$ cat config.mk
export PLATFORM = sky130hd
export DESIGN_NAME = alu_op_sequencer_flat
export DESIGN_NICKNAME = d
export VERILOG_FILES = /design/src/rtl/alu_op_sequencer_if.sv /design/src/rtl/alu_op_sequencer.sv /design/src/flat_wrapper.sv
export SDC_FILE = /design/constraint.sdc
export NUM_CORES = 1
export LEC_CHECK = 0
export CELL_PAD_IN_SITES_DETAIL_PLACEMENT = 0
export CELL_PAD_IN_SITES_GLOBAL_PLACEMENT = 1
export CORE_MARGIN = 8
export CORE_UTILIZATION = 33
export DETAILED_ROUTE_END_ITERATION = 8
export GPL_ROUTABILITY_DRIVEN = 0
export PLACE_DENSITY_LB_ADDON = 0.1
export SETUP_SLACK_MARGIN = 0.02
export SYNTH_ARGS = -nofsm -noshare
export SYNTH_HDL_FRONTEND = slang
export SYNTH_SLANG_ARGS = --single-unit
$ cat constraint.sdc
create_clock -name clk -period 2.5 [get_ports clk]
set_clock_uncertainty 0.2 [all_clocks]
set_input_delay 0.5 -clock clk [delete_from_list [all_inputs] [get_ports clk]]
set_output_delay 0.5 -clock clk [all_outputs]
set_load 0.02 [all_outputs]
$ cat src/rtl/alu_op_sequencer_if.sv
// ----------------------------------------------------------------------------
// alu_op_sequencer_if
//   Bundles the three conversations of the ALU op sequencer:
//     - request  : issue stage -> sequencer (valid/ready + funct/operands)
//     - ALU      : sequencer <-> single-cycle integer ALU
//     - response : sequencer -> writeback (valid/ready + result)
//   slave  : the sequencer's view
//   master : the surrounding core's view (issue stage, ALU, writeback)
// ----------------------------------------------------------------------------
interface alu_op_sequencer_if #(
  parameter int XLEN = 32
);
  // request side
  logic            req_valid;
  logic            req_ready;
  logic [2:0]      req_funct3;
  logic            req_funct7b5;
  logic [XLEN-1:0] req_op_a;
  logic [XLEN-1:0] req_op_b;

  // ALU side
  logic [3:0]      alu_opcode;
  logic [XLEN-1:0] alu_input_a;
  logic [XLEN-1:0] alu_input_b;
  logic [XLEN-1:0] alu_output;
  logic            alu_neg;
  logic            alu_zero;

  // response side
  logic            rsp_valid;
  logic            rsp_ready;
  logic [XLEN-1:0] rsp_result;

  modport slave (
    input  req_valid, req_funct3, req_funct7b5, req_op_a, req_op_b,
    output req_ready,
    output alu_opcode, alu_input_a, alu_input_b,
    input  alu_output, alu_neg, alu_zero,
    output rsp_valid, rsp_result,
    input  rsp_ready
  );

  modport master (
    output req_valid, req_funct3, req_funct7b5, req_op_a, req_op_b,
    input  req_ready,
    input  alu_opcode, alu_input_a, alu_input_b,
    output alu_output, alu_neg, alu_zero,
    input  rsp_valid, rsp_result,
    output rsp_ready
  );
endinterface

$ cat src/rtl/alu_op_sequencer.sv
// ----------------------------------------------------------------------------
// alu_op_sequencer
//   Front-end controller for the single-cycle integer ALU. Accepts one RV32I
//   register/immediate arithmetic op per request handshake, decodes
//   funct3/funct7[5] into the ALU opcode and produces the final result:
//     ADD/SUB/XOR/OR/AND : straight from the ALU
//     SLT/SLTU           : from operand signs and the ALU SUB sign flag
//     SLL/SRL/SRA        : shifted iteratively here, SHIFT_STEP bits/cycle
//
// Parameters
//   XLEN       datapath width (only 32 supported)
//   SHIFT_STEP bits shifted per cycle in SHIFT (1, 2, 4 or 8)
//
// Ports
//   clk    core clock, all state on rising edge
//   rst_n  asynchronous active-low reset
//   flush  synchronous abort of any in-flight op (result register kept)
//   busy   high whenever the sequencer is not IDLE
//   bus    request / ALU / response signals (alu_op_sequencer_if.slave)
// ----------------------------------------------------------------------------
module alu_op_sequencer #(
  parameter int XLEN       = 32,
  parameter int SHIFT_STEP = 1
) (
  input  logic                   clk,
  input  logic                   rst_n,
  input  logic                   flush,
  output logic                   busy,
  alu_op_sequencer_if.slave      bus
);

  typedef enum logic [1:0] {
    S_IDLE  = 2'd0,
    S_EXEC  = 2'd1,
    S_SHIFT = 2'd2,
    S_DONE  = 2'd3
  } state_t;

  localparam logic [3:0] OP_ADD = 4'b0000;
  localparam logic [3:0] OP_XOR = 4'b0100;
  localparam logic [3:0] OP_OR  = 4'b0110;
  localparam logic [3:0] OP_AND = 4'b0111;
  localparam logic [3:0] OP_SUB = 4'b1000;

  localparam logic [4:0] STEP = 5'(SHIFT_STEP);

  // funct3 -> ALU opcode. Shifts never reach the ALU, so they map to ADD
  // (the idle encoding).
  function automatic logic [3:0] f_decode(input logic [2:0] funct3,
                                          input logic       funct7b5);
    logic [3:0] opc;
    opc = OP_ADD;
    case (funct3)
      3'b000:         opc = funct7b5 ? OP_SUB : OP_ADD;
      3'b010, 3'b011: opc = OP_SUB;
      3'b100:         opc = OP_XOR;
      3'b110:         opc = OP_OR;
      3'b111:         opc = OP_AND;
      default:        opc = OP_ADD;
    endcase
    return opc;
  endfunction

  state_t            r_state;
  state_t            w_next_state;

  logic [2:0]        r_funct3;
  logic              r_funct7b5;
  logic              r_op_a_msb;
  logic              r_op_b_msb;
  logic [XLEN-1:0]   r_shift;
  logic [4:0]        r_count;
  logic [3:0]        r_alu_opcode;
  logic [XLEN-1:0]   r_alu_a;
  logic [XLEN-1:0]   r_alu_b;
  logic [XLEN-1:0]   r_rsp_result;

  logic              w_accept;
  logic              w_req_is_shift;
  logic [4:0]        w_step;
  logic              w_fill;
  logic [2*XLEN-1:0] w_wide;
  logic [XLEN-1:0]   w_shift_next;
  logic [XLEN-1:0]   w_exec_result;
  logic              w_unused_alu_zero;

  assign w_accept          = bus.req_valid && bus.req_ready;
  assign w_req_is_shift    = (bus.req_funct3[1:0] == 2'b01);
  assign w_unused_alu_zero = bus.alu_zero;

  // --------------------------------------------------------------------------
  // FSM: state register
  // --------------------------------------------------------------------------
  // NOTE: sequential state uses non-blocking (<=) so every flop samples the
  // pre-edge value of every other flop, independent of block ordering.
  always_ff @(posedge clk or negedge rst_n) begin
    if (!rst_n) r_state <= S_IDLE;
    else        r_state <= w_next_state;
  end

  // --------------------------------------------------------------------------
  // FSM: next-state logic
  // --------------------------------------------------------------------------
  // NOTE: the default assignment at the top keeps every path assigned, so no
  // latch is inferred for combinational outputs.
  always_comb begin
    w_next_state = r_state;
    if (flush) begin
      w_next_state = S_IDLE;
    end else begin
      case (r_state)
        S_IDLE:  if (w_accept) w_next_state = w_req_is_shift ? S_SHIFT : S_EXEC;
        S_EXEC:  w_next_state = S_DONE;
        S_SHIFT: if (r_count == 5'd0) w_next_state = S_DONE;
        S_DONE:  if (bus.rsp_ready) w_next_state = S_IDLE;
        default: w_next_state = S_IDLE;
      endcase
    end
  end

  // --------------------------------------------------------------------------
  // FSM: outputs
  // --------------------------------------------------------------------------
  always_comb begin
    bus.req_ready = (r_state == S_IDLE) && !flush;
    bus.rsp_valid = (r_state == S_DONE);
    busy          = (r_state != S_IDLE);
  end

  assign bus.alu_opcode  = r_alu_opcode;
  assign bus.alu_input_a = r_alu_a;
  assign bus.alu_input_b = r_alu_b;
  assign bus.rsp_result  = r_rsp_result;

  // --------------------------------------------------------------------------
  // Datapath
  // --------------------------------------------------------------------------
  // Partial step only on the last iteration when count < SHIFT_STEP.
  assign w_step = (r_count < STEP) ? r_count : STEP;

  // Right shifts go through a double-width vector whose upper half is the
  // fill bit: zeros for SRL, original op_a[31] for SRA.
  assign w_fill = r_funct7b5 && (r_funct3 == 3'b101) && r_op_a_msb;
  assign w_wide = {{XLEN{w_fill}}, r_shift} >> w_step;

  assign w_shift_next = (r_funct3 == 3'b001) ? (r_shift << w_step)
                                             : w_wide[XLEN-1:0];

  // SLT/SLTU: with differing signs the answer is decided by the signs alone
  // (SUB would overflow); with equal signs the SUB result sign is exact.
  always_comb begin
    w_exec_result = bus.alu_output;
    case (r_funct3)
      3'b010: w_exec_result = {{(XLEN-1){1'b0}},
                               (r_op_a_msb != r_op_b_msb) ? r_op_a_msb : bus.alu_neg};
      3'b011: w_exec_result = {{(XLEN-1){1'b0}},
                               (r_op_a_msb != r_op_b_msb) ? r_op_b_msb : bus.alu_neg};
      default: w_exec_result = bus.alu_output;
    endcase
  end

  always_ff @(posedge clk or negedge rst_n) begin
    if (!rst_n) begin
      r_funct3     <= '0;
      r_funct7b5   <= 1'b0;
      r_op_a_msb   <= 1'b0;
      r_op_b_msb   <= 1'b0;
      r_shift      <= '0;
      r_count      <= '0;
      r_alu_opcode <= OP_ADD;
      r_alu_a      <= '0;
      r_alu_b      <= '0;
      r_rsp_result <= '0;
    end else begin
      // ALU drive is registered and only non-zero for the EXEC cycle; EXEC is
      // entered solely from an IDLE accept, so the request fields are the
      // source.
      if (w_next_state == S_EXEC) begin
        r_alu_opcode <= f_decode(bus.req_funct3, bus.req_funct7b5);
        r_alu_a      <= bus.req_op_a;
        r_alu_b      <= bus.req_op_b;
      end else begin
        r_alu_opcode <= OP_ADD;
        r_alu_a      <= '0;
        r_alu_b      <= '0;
      end

      if (r_state == S_IDLE && w_accept) begin
        r_funct3   <= bus.req_funct3;
        r_funct7b5 <= bus.req_funct7b5;
        r_op_a_msb <= bus.req_op_a[XLEN-1];
        r_op_b_msb <= bus.req_op_b[XLEN-1];
        r_shift    <= bus.req_op_a;
        r_count    <= bus.req_op_b[4:0];
      end

      // flush abandons the op without touching the last delivered result.
      if (!flush) begin
        case (r_state)
          S_EXEC: r_rsp_result <= w_exec_result;
          S_SHIFT: begin
            if (r_count == 5'd0) begin
              r_rsp_result <= r_shift;
            end else begin
              r_shift <= w_shift_next;
              r_count <= r_count - w_step;
            end
          end
          default: ;
        endcase
      end
    end
  end

endmodule

$ cat src/flat_wrapper.sv
// flat-port wrapper written by rule: the top's interface ports become plain ports
module alu_op_sequencer_flat 
#(
  parameter int XLEN       = 32,
  parameter int SHIFT_STEP = 1
)
  (clk, rst_n, flush, busy, bus_req_valid, bus_req_funct3, bus_req_funct7b5, bus_req_op_a, bus_req_op_b, bus_req_ready, bus_alu_opcode, bus_alu_input_a, bus_alu_input_b, bus_alu_output, bus_alu_neg, bus_alu_zero, bus_rsp_valid, bus_rsp_result, bus_rsp_ready);
  alu_op_sequencer_if #(.XLEN(XLEN)) bus_i ();
  input  logic clk;
  input  logic rst_n;
  input  logic flush;
  output logic busy;
  input wire logic [$bits(bus_i.req_valid)-1:0] bus_req_valid;
  input wire logic [$bits(bus_i.req_funct3)-1:0] bus_req_funct3;
  input wire logic [$bits(bus_i.req_funct7b5)-1:0] bus_req_funct7b5;
  input wire logic [$bits(bus_i.req_op_a)-1:0] bus_req_op_a;
  input wire logic [$bits(bus_i.req_op_b)-1:0] bus_req_op_b;
  output wire logic [$bits(bus_i.req_ready)-1:0] bus_req_ready;
  output wire logic [$bits(bus_i.alu_opcode)-1:0] bus_alu_opcode;
  output wire logic [$bits(bus_i.alu_input_a)-1:0] bus_alu_input_a;
  output wire logic [$bits(bus_i.alu_input_b)-1:0] bus_alu_input_b;
  input wire logic [$bits(bus_i.alu_output)-1:0] bus_alu_output;
  input wire logic [$bits(bus_i.alu_neg)-1:0] bus_alu_neg;
  input wire logic [$bits(bus_i.alu_zero)-1:0] bus_alu_zero;
  output wire logic [$bits(bus_i.rsp_valid)-1:0] bus_rsp_valid;
  output wire logic [$bits(bus_i.rsp_result)-1:0] bus_rsp_result;
  input wire logic [$bits(bus_i.rsp_ready)-1:0] bus_rsp_ready;
  assign bus_i.req_valid = bus_req_valid;
  assign bus_i.req_funct3 = bus_req_funct3;
  assign bus_i.req_funct7b5 = bus_req_funct7b5;
  assign bus_i.req_op_a = bus_req_op_a;
  assign bus_i.req_op_b = bus_req_op_b;
  assign bus_req_ready = bus_i.req_ready;
  assign bus_alu_opcode = bus_i.alu_opcode;
  assign bus_alu_input_a = bus_i.alu_input_a;
  assign bus_alu_input_b = bus_i.alu_input_b;
  assign bus_i.alu_output = bus_alu_output;
  assign bus_i.alu_neg = bus_alu_neg;
  assign bus_i.alu_zero = bus_alu_zero;
  assign bus_rsp_valid = bus_i.rsp_valid;
  assign bus_rsp_result = bus_i.rsp_result;
  assign bus_i.rsp_ready = bus_rsp_ready;
  alu_op_sequencer #(.XLEN(XLEN), .SHIFT_STEP(SHIFT_STEP)) u_core (.clk(clk), .rst_n(rst_n), .flush(flush), .busy(busy), .bus(bus_i));
endmodule
==> qor.csv, run 1 <==
stage,metric,value,unit
synthesis,yosysTopAreaCellShare,53.56,%
synthesis,synth_cells,586,
sta,clock.fmax,0.4136,GHz
synthesis,ys_async_sr_fraction,100.0,%
detailed_routing,vias,5250,
cts,clk_pin_slew_worst_paths,60,ps
detailed_routing,via_per_inst,4.916,
cts,clockBufferDepth,2,
detailed_routing,drc,0,
cts,cts_htree_levels,4,
worst_hold_path,min_path_type,reg -> reg,
synthesis,synth_commonest_cells,"145 x dfrtp_1, 93 x nand2_1, 91 x mux2i_1, 59 x nor4b_1, 36 x clkbuf_1",
layout,syn2layout_area_growth,47.49,%
detailed_routing,wl_per_cell,19.03,um
die,rows,52,
placed_design,dp_hpwl,14.30,mm
sta,rsz0062_at_grt,yes,
run,drv_cap,0,
grt,grt_pass1_wl,33.56,mm
die,io_pins,210,
sta,setup_viol,0,
worst_setup_path,cp.required,2600,ps
power_and_ir_drop,power_density,1200,nW/um^2
die,fp.dieW,159.3,um
grt,grt_pass1_vias,5878,
worst_setup_path,critPathArrivalTime,2520,ps
synthesis,yosysTopAreaCell,dfrtp_1,
worst_setup_path,start_kind,flip-flop,
cts,cts_root_buf,clkbuf_16,
synthesis,avgSynthCellArea,11.56,sq um
detailed_routing,drtIter0Drc,226,
synthesis,synth_seq_area_share,53.56,%
detailed_routing,ant_nets,0,
synthesis,synthMostInstantiatedCell,dfrtp_1,
synthesis,synth_area_leaders,"dfrtp_1 54%, mux2i_1 13%, nor4b_1 7.6%",
sta,min_period,2418,ps
synthesis,synth_edf_count,0,
cts,clock_latency,420,ps
synthesis,synth_seq_cells,145,
placed_design,port_buffers,208,
placed_design,preCtsSetupSlack,-110.7,ps
synthesis,synth.distinct_cells,43,
synthesis,netlist_area,6774,sq um
sta,slew_viol_final,0,
sta,finalHoldViolCount,0,
layout,insertedDiodeCount,0,
sta,worst_pin_slew,1004,ps
synthesis,synth_nets,699,
layout,num-fill-cells,1801,
worst_setup_path,path_max_fanout,40,
power_and_ir_drop,p_leak,4.454,nW
grt,overflow,0,
die,dieArea,25370,sq um
worst_setup_path,crit_type,reg -> reg,
sta,slew-limit-headroom,33.09,%
detailed_routing,detail_route.first_pass.iterations,4,
detailed_routing,wl,20.33,mm
cts,cts_tree,done,
cts,numCtsBuffers,17,
layout,drive_gt1_share,14.29,%
grt,antenna_found_initial,1,
worst_setup_path,endpoint_kind,flip-flop,
die,start_util,33.59,%
grt,grt_usage,16.44,%
cts,cts.sinks,145,
cts,post_cts_buffers,0,
die,core_area,20170,sq um
grt,grt_max_degree,66,
synthesis,yosys_warnings,0,
synthesis,synth_flop_cell,dfrtp_1,
die,die_height,159.3,um
sta,fin_ws,82.46,ps
run_status,status,completed,
power_and_ir_drop,ir_drop,591.7,uV
sta,post-route-period-util,96.70,%
sta,setup_tns,0,ps
layout,fin_nets,899,
[flip-flops by register name (all words and copies together), names as in the netlist]
name and cells:
u_core.r_shift 32, u_core.bus.rsp_result 32, u_core.bus.alu_input_a 32, u_core.bus.alu_input_b 32
u_core.r_funct7b5 1, u_core.r_state 2, u_core.r_funct3 3, u_core.r_op_a_msb 1
u_core.r_count 5, u_core.bus.alu_opcode 4, u_core.r_op_b_msb 1
[path summary, 6_finish.rpt]
check                                        from                          to  slack, ps  cells after the start
worst min register to register  u_core.r_funct7b5           u_core.r_funct7b5        290                      2
max in group asynchronous                   rst_n    u_core.bus.rsp_result[9]       1030                      3
worst max-delay path            u_core.r_count[4]  u_core.bus.alu_input_b[23]         80                      5
worst min-delay path            u_core.r_funct7b5           u_core.r_funct7b5        290                      2
min in group asynchronous                   rst_n  u_core.bus.alu_input_b[12]        400                      2
worst max register to register  u_core.r_count[4]  u_core.bus.alu_input_b[23]         80                      5
[report_power, final]
part / switching, mW / internal [mW] / leakage, nW / total (mW)
clock: 1.02 / 1.60 / 0.294 / 2.61
combinational: 2.95 / 2.58 / 2.30 / 5.53
sequential: 0.643 / 3.20 / 1.86 / 3.85
total: 4.61 / 7.38 / 4.45 / 12.0
[cell usage in the layout (no fill, tap or decap), types with 2 or more instances in the layout]
| master | synthesis | layout |
|---|---|---|
| a211o_1 | 3 | 3 |
| clkinv_4 | 0 | 3 |
| a31oi_1 | 3 | 3 |
| bufinv_16 | 0 | 3 |
| nand2b_1 | 6 | 5 |
| and3b_2 | 0 | 2 |
| o21ai_0 | 34 | 33 |
| nand2_1 | 93 | 93 |
| dlygate4sd2_1 | 0 | 2 |
| mux2_2 | 31 | 31 |
| clkinv_2 | 0 | 3 |
| dfrtp_1 | 145 | 145 |
| ha_1 | 6 | 5 |
| nor2b_1 | 5 | 5 |
| mux2i_1 | 91 | 91 |
| o21bai_1 | 2 | 2 |
| buf_4 | 0 | 14 |
| nand3_1 | 2 | 2 |
| inv_1 | 6 | 6 |
| nor4_2 | 4 | 4 |
| clkbuf_16 | 0 | 17 |
| inv_6 | 0 | 2 |
| a21boi_0 | 2 | 2 |
| nor2_1 | 10 | 10 |
| nor4b_1 | 59 | 52 |
| nor4_1 | 2 | 2 |
| a21oi_1 | 5 | 5 |
| or2_2 | 2 | 2 |
| nor4b_2 | 4 | 11 |
| buf_12 | 0 | 11 |
| clkdlybuf4s50_1 | 0 | 205 |
[critical path, stage by stage (launching register included)]
cell,delay [ps]
dfrtp_1,390
or4_4,550
or3b_1,400
a31o_4,260
buf_12,180
nor4b_1,310
[routing by layer]
layer	up-vias	GRT usage [%]	share of wire, %
met2	163	27.41	48
met4	2	3.988	0.54
li1	2483	-	-
met3	10	5.507	6.7
met5	-	0	0.064
met1	2592	20.17	45
[final cells by class]
cell class	count	area [sq um]	area share (%)
flip-flops and latches	145	3628	36.32
multi-input cells	382	2987	29.89
repair buffers	234	2416	24.18
clock buffers	19	442.9	4.433
well taps	270	337.8	3.381
clock inverters	12	156.4	1.565
inverters	6	22.52	0.2254
[per-stage QoR]
stage	hold slack [ps]	total power, mW	area (sq um)	util, %	cells
6_report	291.9	11.99	9991	49.53	1068
3_3_place_gp	276.1	9.318	9340	46.31	1036
4_1_cts	303.8	12.12	9947	49.32	1068
5_1_grt	319.6	12.79	9991	49.53	1068
2_1_floorplan	4.409	7.071	6794	-	586
3_5_place_dp	280.4	9.451	9340	46.31	1036
[cells by family after synthesis]
| kind of cell | Yosys count | synth area share (%) |
|---|---|---|
| AOI/OAI and AO/OA | 59 | 5.227 |
| adders and majority gates | 6 | 1.108 |
| buffers and inverters | 59 | 3.823 |
| DFF | 145 | 53.56 |
| muxes | 122 | 18.60 |
| and+or+nand+nor | 195 | 17.68 |
[timing repair]
item | in CTS | in global routing
endpoints found under the setup margin | 2 | 18
hold buffers | 1 | 0
endpoints found under the hold margin | 46 | 0
resized for setup | 2 | 8
No activity file was read; power rests on OpenSTA's default activity.
==> run 2, diff against run 1 <==
Settings changed: CORE_UTILIZATION 33 to 30, GPL_TIMING_DRIVEN set to 0, HOLD_SLACK_MARGIN set to 0.08.
==> run 2 against run 1 <==
Combinational power increased by 25%; sequential cell count unchanged; die area increased by 9.0%; final area is 10% higher; sequential power about the same; core utilization shrank 0.54 points; global-route usage is 0.16 points lower; setup slack worse by 63 ps; critical path depth rose by 2; power is 13% higher; hold slack improved by 6.2 ps.
==> qor.csv, run 2 (synthesis gave the netlist of run 1 again) <==
stage,metric,value,unit
detailed_routing,vias,5455,
sta,setup_viol,0,
layout,syn2layout_area_growth,62.25,%
sta,slew_viol_final,0,
die,core_area,22430,sq um
detailed_routing,wl_met1,9.852,mm
worst_setup_path,cp_top_family,simple AND/OR/NAND/NOR gates,
placed_design,port_buffers,208,
grt,grt_pass1_wl,35.62,mm
placed_design,preCtsSetupSlack,-1402,ps
worst_setup_path,path_buf_inv,3,
layout,num-fill-cells,2039,
run_status,status,completed,
layout,layout.cells.non_filler,1126,
worst_setup_path,start_kind,flip-flop,
worst_setup_path,critPathArrivalTime,2610,ps
cts,cts_tree,done,
die,die_height,166.3,um
layout,mostFrequentLayoutCell,clkdlybuf4s50_1,
power_and_ir_drop,p_total,13.50,mW
detailed_routing,via_per_inst,4.845,
run,drv_cap,0,
grt,overflow,0,
cts,cts.sinks,145,
worst_setup_path,cp.required,2630,ps
worst_hold_path,holdPathEnd,u_core.r_funct7b5,
cts,cts_htree_levels,4,
grt,antenna_found_initial,0,
worst_setup_path,reg2reg_from,u_core.r_count[1],
detailed_routing,detail_route.first_pass.iterations,5,
sta,clock.fmax,0.4032,GHz
layout,seq_area,3631,sq um
grt,grt_pass1_vias,6233,
placed_design,placed_cells_incl_taps,1080,
sta,slew-limit-headroom,47.86,%
worst_setup_path,reg2reg_slack,20,ps
worst_setup_path,endpoint_kind,flip-flop,
worst_setup_path,crit_type,reg -> reg,
layout,multi_input_area,3558,sq um
worst_setup_path,worstPathCellList,or4_4 -> or3b_1 -> a31o_1 -> buf_8 -> buf_8 -> buf_12 -> nor4b_4,
die,rows,55,
layout,fin_area,10990,sq um
layout,fin_nets,941,
die,dieArea,27640,sq um
power_and_ir_drop,power_density,1228,nW/um^2
detailed_routing,drc,0,
sta,finalHoldViolCount,0,
layout,final_cell_mix,"204 x clkdlybuf4s50_1, 143 x dfrtp_1, 93 x nand2_1, 91 x mux2i_1, 38 x nor4b_2",
cts,clockBufferDepth,2,
die,start_util,30.20,%
worst_setup_path,r2r_end,u_core.bus.alu_input_b[26],
cts,clock_latency,420,ps
die,fp.dieW,166.3,um
worst_setup_path,slowest_delay,530,ps
placed_design,placed_area,9261,sq um
detailed_routing,wl_per_cell,19.70,um
sta,min_period,2480,ps
worst_setup_path,reg2regPathDepth,7,
detailed_routing,wl_met3,1.233,mm
grt,grt_max_degree,76,
cts,numCtsBuffers,17,
die,io_pins,210,
layout,insertedDiodeCount,0,
placed_design,dp_hpwl,15.78,mm
layout,drive_gt1_share,23.19,%
worst_setup_path,cp_slowest_cell,or4_4,
sta,post-route-period-util,99.22,%
detailed_routing,drtIter0Drc,248,
worst_hold_path,min_path_type,reg -> reg,
worst_setup_path,path_common_cell,buf_8,
cts,clk_pin_slew_worst_paths,60,ps
detailed_routing,top_layer,met4,
grt,grt_usage,16.28,%
sta,rsz0062_at_grt,yes,
sta,worst_pin_slew,782.1,ps
worst_hold_path,hp-start,u_core.r_funct7b5,
detailed_routing,wl_met2,10.86,mm
power_and_ir_drop,p_leak,4.853,nW
worst_hold_path,hold_path_depth,2,
detailed_routing,wl,22.18,mm
worst_setup_path,path_max_fanout,7,
power_and_ir_drop,ir_drop,467.9,uV
layout,post-route-util,48.99,%
cts,cts_root_buf,clkbuf_16,
detailed_routing,ant_nets,0,
sta,fin_ws,19.56,ps
## run 2: cell count changes in the layout (fill, tap and decap cells not counted), sizes merged
cell and delta:
clkinv -2, clkdlybuf4s15 +1, clkbuf +33, bufinv +1
clkdlybuf4s50 -1, buf +11
## run 2: worst max path at each step
stage	startpoint	slack, ps	to	cells after the start
finish	u_core.r_count[1]	20	u_core.bus.alu_input_b[26]	7
global route	u_core.r_count[1]	-50	u_core.bus.alu_input_a[5]	7
CTS	u_core.r_count[1]	-60	u_core.bus.alu_input_b[23]	7
detailed placement	flush	-1400	u_core.bus.alu_input_b[23]	7
global placement	rst_n	-5310	u_core.bus.rsp_result[19]	1
floorplan	u_core.r_count[1]	-6	u_core.bus.alu_input_b[27]	8
## run 2: power by group
group,leakage (nW),internal [mW],total (mW),switching [mW]
sequential,1.86,3.21,3.82,0.613
clock,0.314,1.76,2.80,1.03
combinational,2.68,3.26,6.89,3.63
## run 2: final cells by class
class / instances / share of cell area, %
Clock buffer: 21 / 4.281
Clock inverter: 11 / 1.605
Buffer: 48 / 3.848
Tap cell: 285 / 3.245
Multi-Input combinational cell: 382 / 32.38
Timing Repair Buffer: 228 / 21.40
Inverter: 6 / 0.2049
Sequential cell: 145 / 33.04
## run 2: worst reg2reg max path: cells and delay by family, from the launching register on
kind	cells	cell delay, ps
buffers and inverters	3	450
DFF	1	410
AOI/OAI and AO/OA	1	200
and+or+nand+nor	3	1120
## run 2: per-stage QoR
stage	hold slack [ps]	setup TNS, ps
6_report	298.1	0
5_1_grt	326.7	-1077
4_1_cts	300.0	-402.0
3_5_place_dp	285.3	-108480
3_3_place_gp	282.3	-875370
2_1_floorplan	4.409	-25.48
## run 2: what timing repair did
item	CTS	global route
endpoints found under the setup margin	141	136
pin swaps	15	5
hold buffers	1	0
hold endpoints to repair	70	0
cloned	2	1
gates resized for setup	122	65
setup buffers	14	1
## run 2: routing by layer
metal | vias up | GRT usage (%)
met5 | - | 0
met4 | 0 | 4.191
met3 | 19 | 5.039
met2 | 142 | 27.24
met1 | 2718 | 20.11
li1 | 2576 | -
==> run 3, diff against run 2 <==
Settings changed: GPL_ROUTABILITY_DRIVEN 0 to unset, SKIP_CTS_REPAIR_TIMING set to 1.
==> run 3 against run 2 <==
Core utilization rose by 0.71 points; the run now ends with negative setup slack left; first-iteration DRC count rose by 6.0%; setup slack got worse by 110 ps; final cell count rose by 0.53%; fmax fell by 4.3%.
==> qor.csv, run 3 (synthesis gave the netlist of run 1 again) <==
stage,metric,value,unit
run_status,status,"complete, but fails checks",
run_status,violations,negative setup slack,
worst_hold_path,holdPathEnd,u_core.r_funct7b5,
grt,grt_pass1_vias,6088,
sta,setup_viol,56,
cts,clockBufferDepth,2,
cts,cts_root_buf,clkbuf_16,
cts,clk_pin_slew_worst_paths,70,ps
detailed_routing,via_per_inst,4.832,
sta,timing.hold.ws,300.6,ps
worst_setup_path,endpoint_kind,flip-flop,
grt,grt_pass1_wl,34.58,mm
worst_setup_path,path_max_fanout,7,
worst_hold_path,hp-start,u_core.r_funct7b5,
cts,cts_tree,done,
layout,mostFrequentLayoutCell,clkdlybuf4s50_1,
detailed_routing,wl,22.07,mm
worst_setup_path,worstPathCellList,or4_4 -> or3b_1 -> a31o_1 -> buf_6 -> buf_12 -> clkbuf_16 -> nor4b_4,
layout,drive_gt1_share,23.38,%
cts,cts.sinks,145,
worst_hold_path,min_path_type,reg -> reg,
layout,num-fill-cells,2025,
power_and_ir_drop,p_leak,4.976,nW
die,fp.dieW,166.3,um
worst_setup_path,reg2reg_slack,-90,ps
placed_design,dp_hpwl,15.78,mm
grt,grt_usage,15.79,%
layout,fin_nets,947,
cts,numCtsBuffers,17,
grt,antenna_found_initial,0,
die,rows,55,
detailed_routing,detail_route.first_pass.iterations,4,
detailed_routing,drc,0,
detailed_routing,ant_nets,0,
sta,min_period,2591,ps
worst_hold_path,hold_path_depth,2,
sta,slew-limit-headroom,46.90,%
layout,final_cell_mix,"204 x clkdlybuf4s50_1, 143 x dfrtp_1, 93 x nand2_1, 91 x mux2i_1, 41 x nor4b_4",
power_and_ir_drop,power_density,1230,nW/um^2
layout,insertedDiodeCount,0,
placed_design,placed_area,9261,sq um
run,drv_cap,0,
placed_design,preCtsSetupSlack,-1402,ps
sta,fin_ws,-90.89,ps
grt,grt_max_degree,76,
worst_setup_path,reg2regPathDepth,7,
placed_design,port_buffers,208,
detailed_routing,drtIter0Drc,263,
grt,overflow,0,
die,die_height,166.3,um
power_and_ir_drop,p_total,13.71,mW
cts,clock_latency,430,ps
layout,syn2layout_area_growth,64.61,%
sta,clock.fmax,0.3860,GHz
die,io_pins,210,
layout,fin_area,11150,sq um
cts,cts_htree_levels,4,
sta,rsz0062_at_grt,yes,
worst_setup_path,cp_slowest_cell,or4_4,
detailed_routing,vias,5470,
die,start_util,30.20,%
placed_design,place_congestion,0.7198,
worst_setup_path,critPathArrivalTime,2730,ps
sta,slew_viol_final,0,
worst_setup_path,reg2reg_from,u_core.r_count[1],
die,core_area,22430,sq um
worst_setup_path,slowest_delay,570,ps
detailed_routing,wl_per_cell,19.50,um
worst_setup_path,crit_type,reg -> reg,
layout,multi_input_area,3695,sq um
worst_setup_path,start_kind,flip-flop,
worst_setup_path,cp.required,2640,ps
power_and_ir_drop,ir_drop,466.2,uV
sta,post-route-period-util,103.6,%
worst_setup_path,r2r_end,u_core.bus.alu_input_a[7],
die,dieArea,27640,sq um
layout,seq_area,3631,sq um
sta,worst_pin_slew,796.5,ps
sta,finalHoldViolCount,0,
run 3: how the worst max path moves through the flow:
| stage | start | endpoint | slack, ps |
|---|---|---|---|
| global route | u_core.r_count[1] | u_core.bus.alu_input_b[23] | -160 |
| detailed placement | flush | u_core.bus.alu_input_b[23] | -1400 |
| global placement | rst_n | u_core.bus.rsp_result[19] | -5310 |
| finish | u_core.r_count[1] | u_core.bus.alu_input_a[7] | -90 |
| floorplan | u_core.r_count[1] | u_core.bus.alu_input_b[27] | -6 |
| CTS | u_core.r_state[0] | u_core.bus.alu_input_b[23] | -960 |
run 3: cell type report:
type / count / share of cell area [%]
multi-input combinational: 382 / 33.14
tap: 285 / 3.198
inverter: 6 / 0.2020
sequential: 145 / 32.56
buffer: 48 / 3.299
clock inverter: 11 / 1.582
clock buffer: 21 / 4.219
timing repair buffer: 234 / 21.80
run 3: power by group:
part           total (mW)  internal, mW  switching, mW
Combinational        7.08          3.32           3.76
Clock                2.80          1.76           1.04
Sequential           3.83          3.21          0.620
Total                13.7          8.29           5.42
run 3: worst max-delay path: cells and delay by family (launching register included):
family | cells | cell delay (ps)
AND/OR/NAND/NOR | 3 | 1190
flip-flops | 1 | 430
AO/OA/AOI/OAI | 1 | 230
buffers and inverters | 3 | 440
run 3: metrics by stage:
step                      setup TNS [ps]  instances  util [%]
after CTS                         -77990       1112     44.17
after floorplan                   -25.48        586         -
after global routing               -7471       1132     49.70
after detailed placement         -108480       1080     41.28
after global placement           -875370       1079     41.15
final                              -3026       1132     49.70
run 3: metal layers:
layer  share of wire (%)  global-route usage, %  vias up
li1                    -                      -     2589
met1                  44                  19.93     2724
met2                  49                  25.99      144
met3                 5.5                  4.802       13
met4                0.90                  3.995        0
met5                   0                      0        -
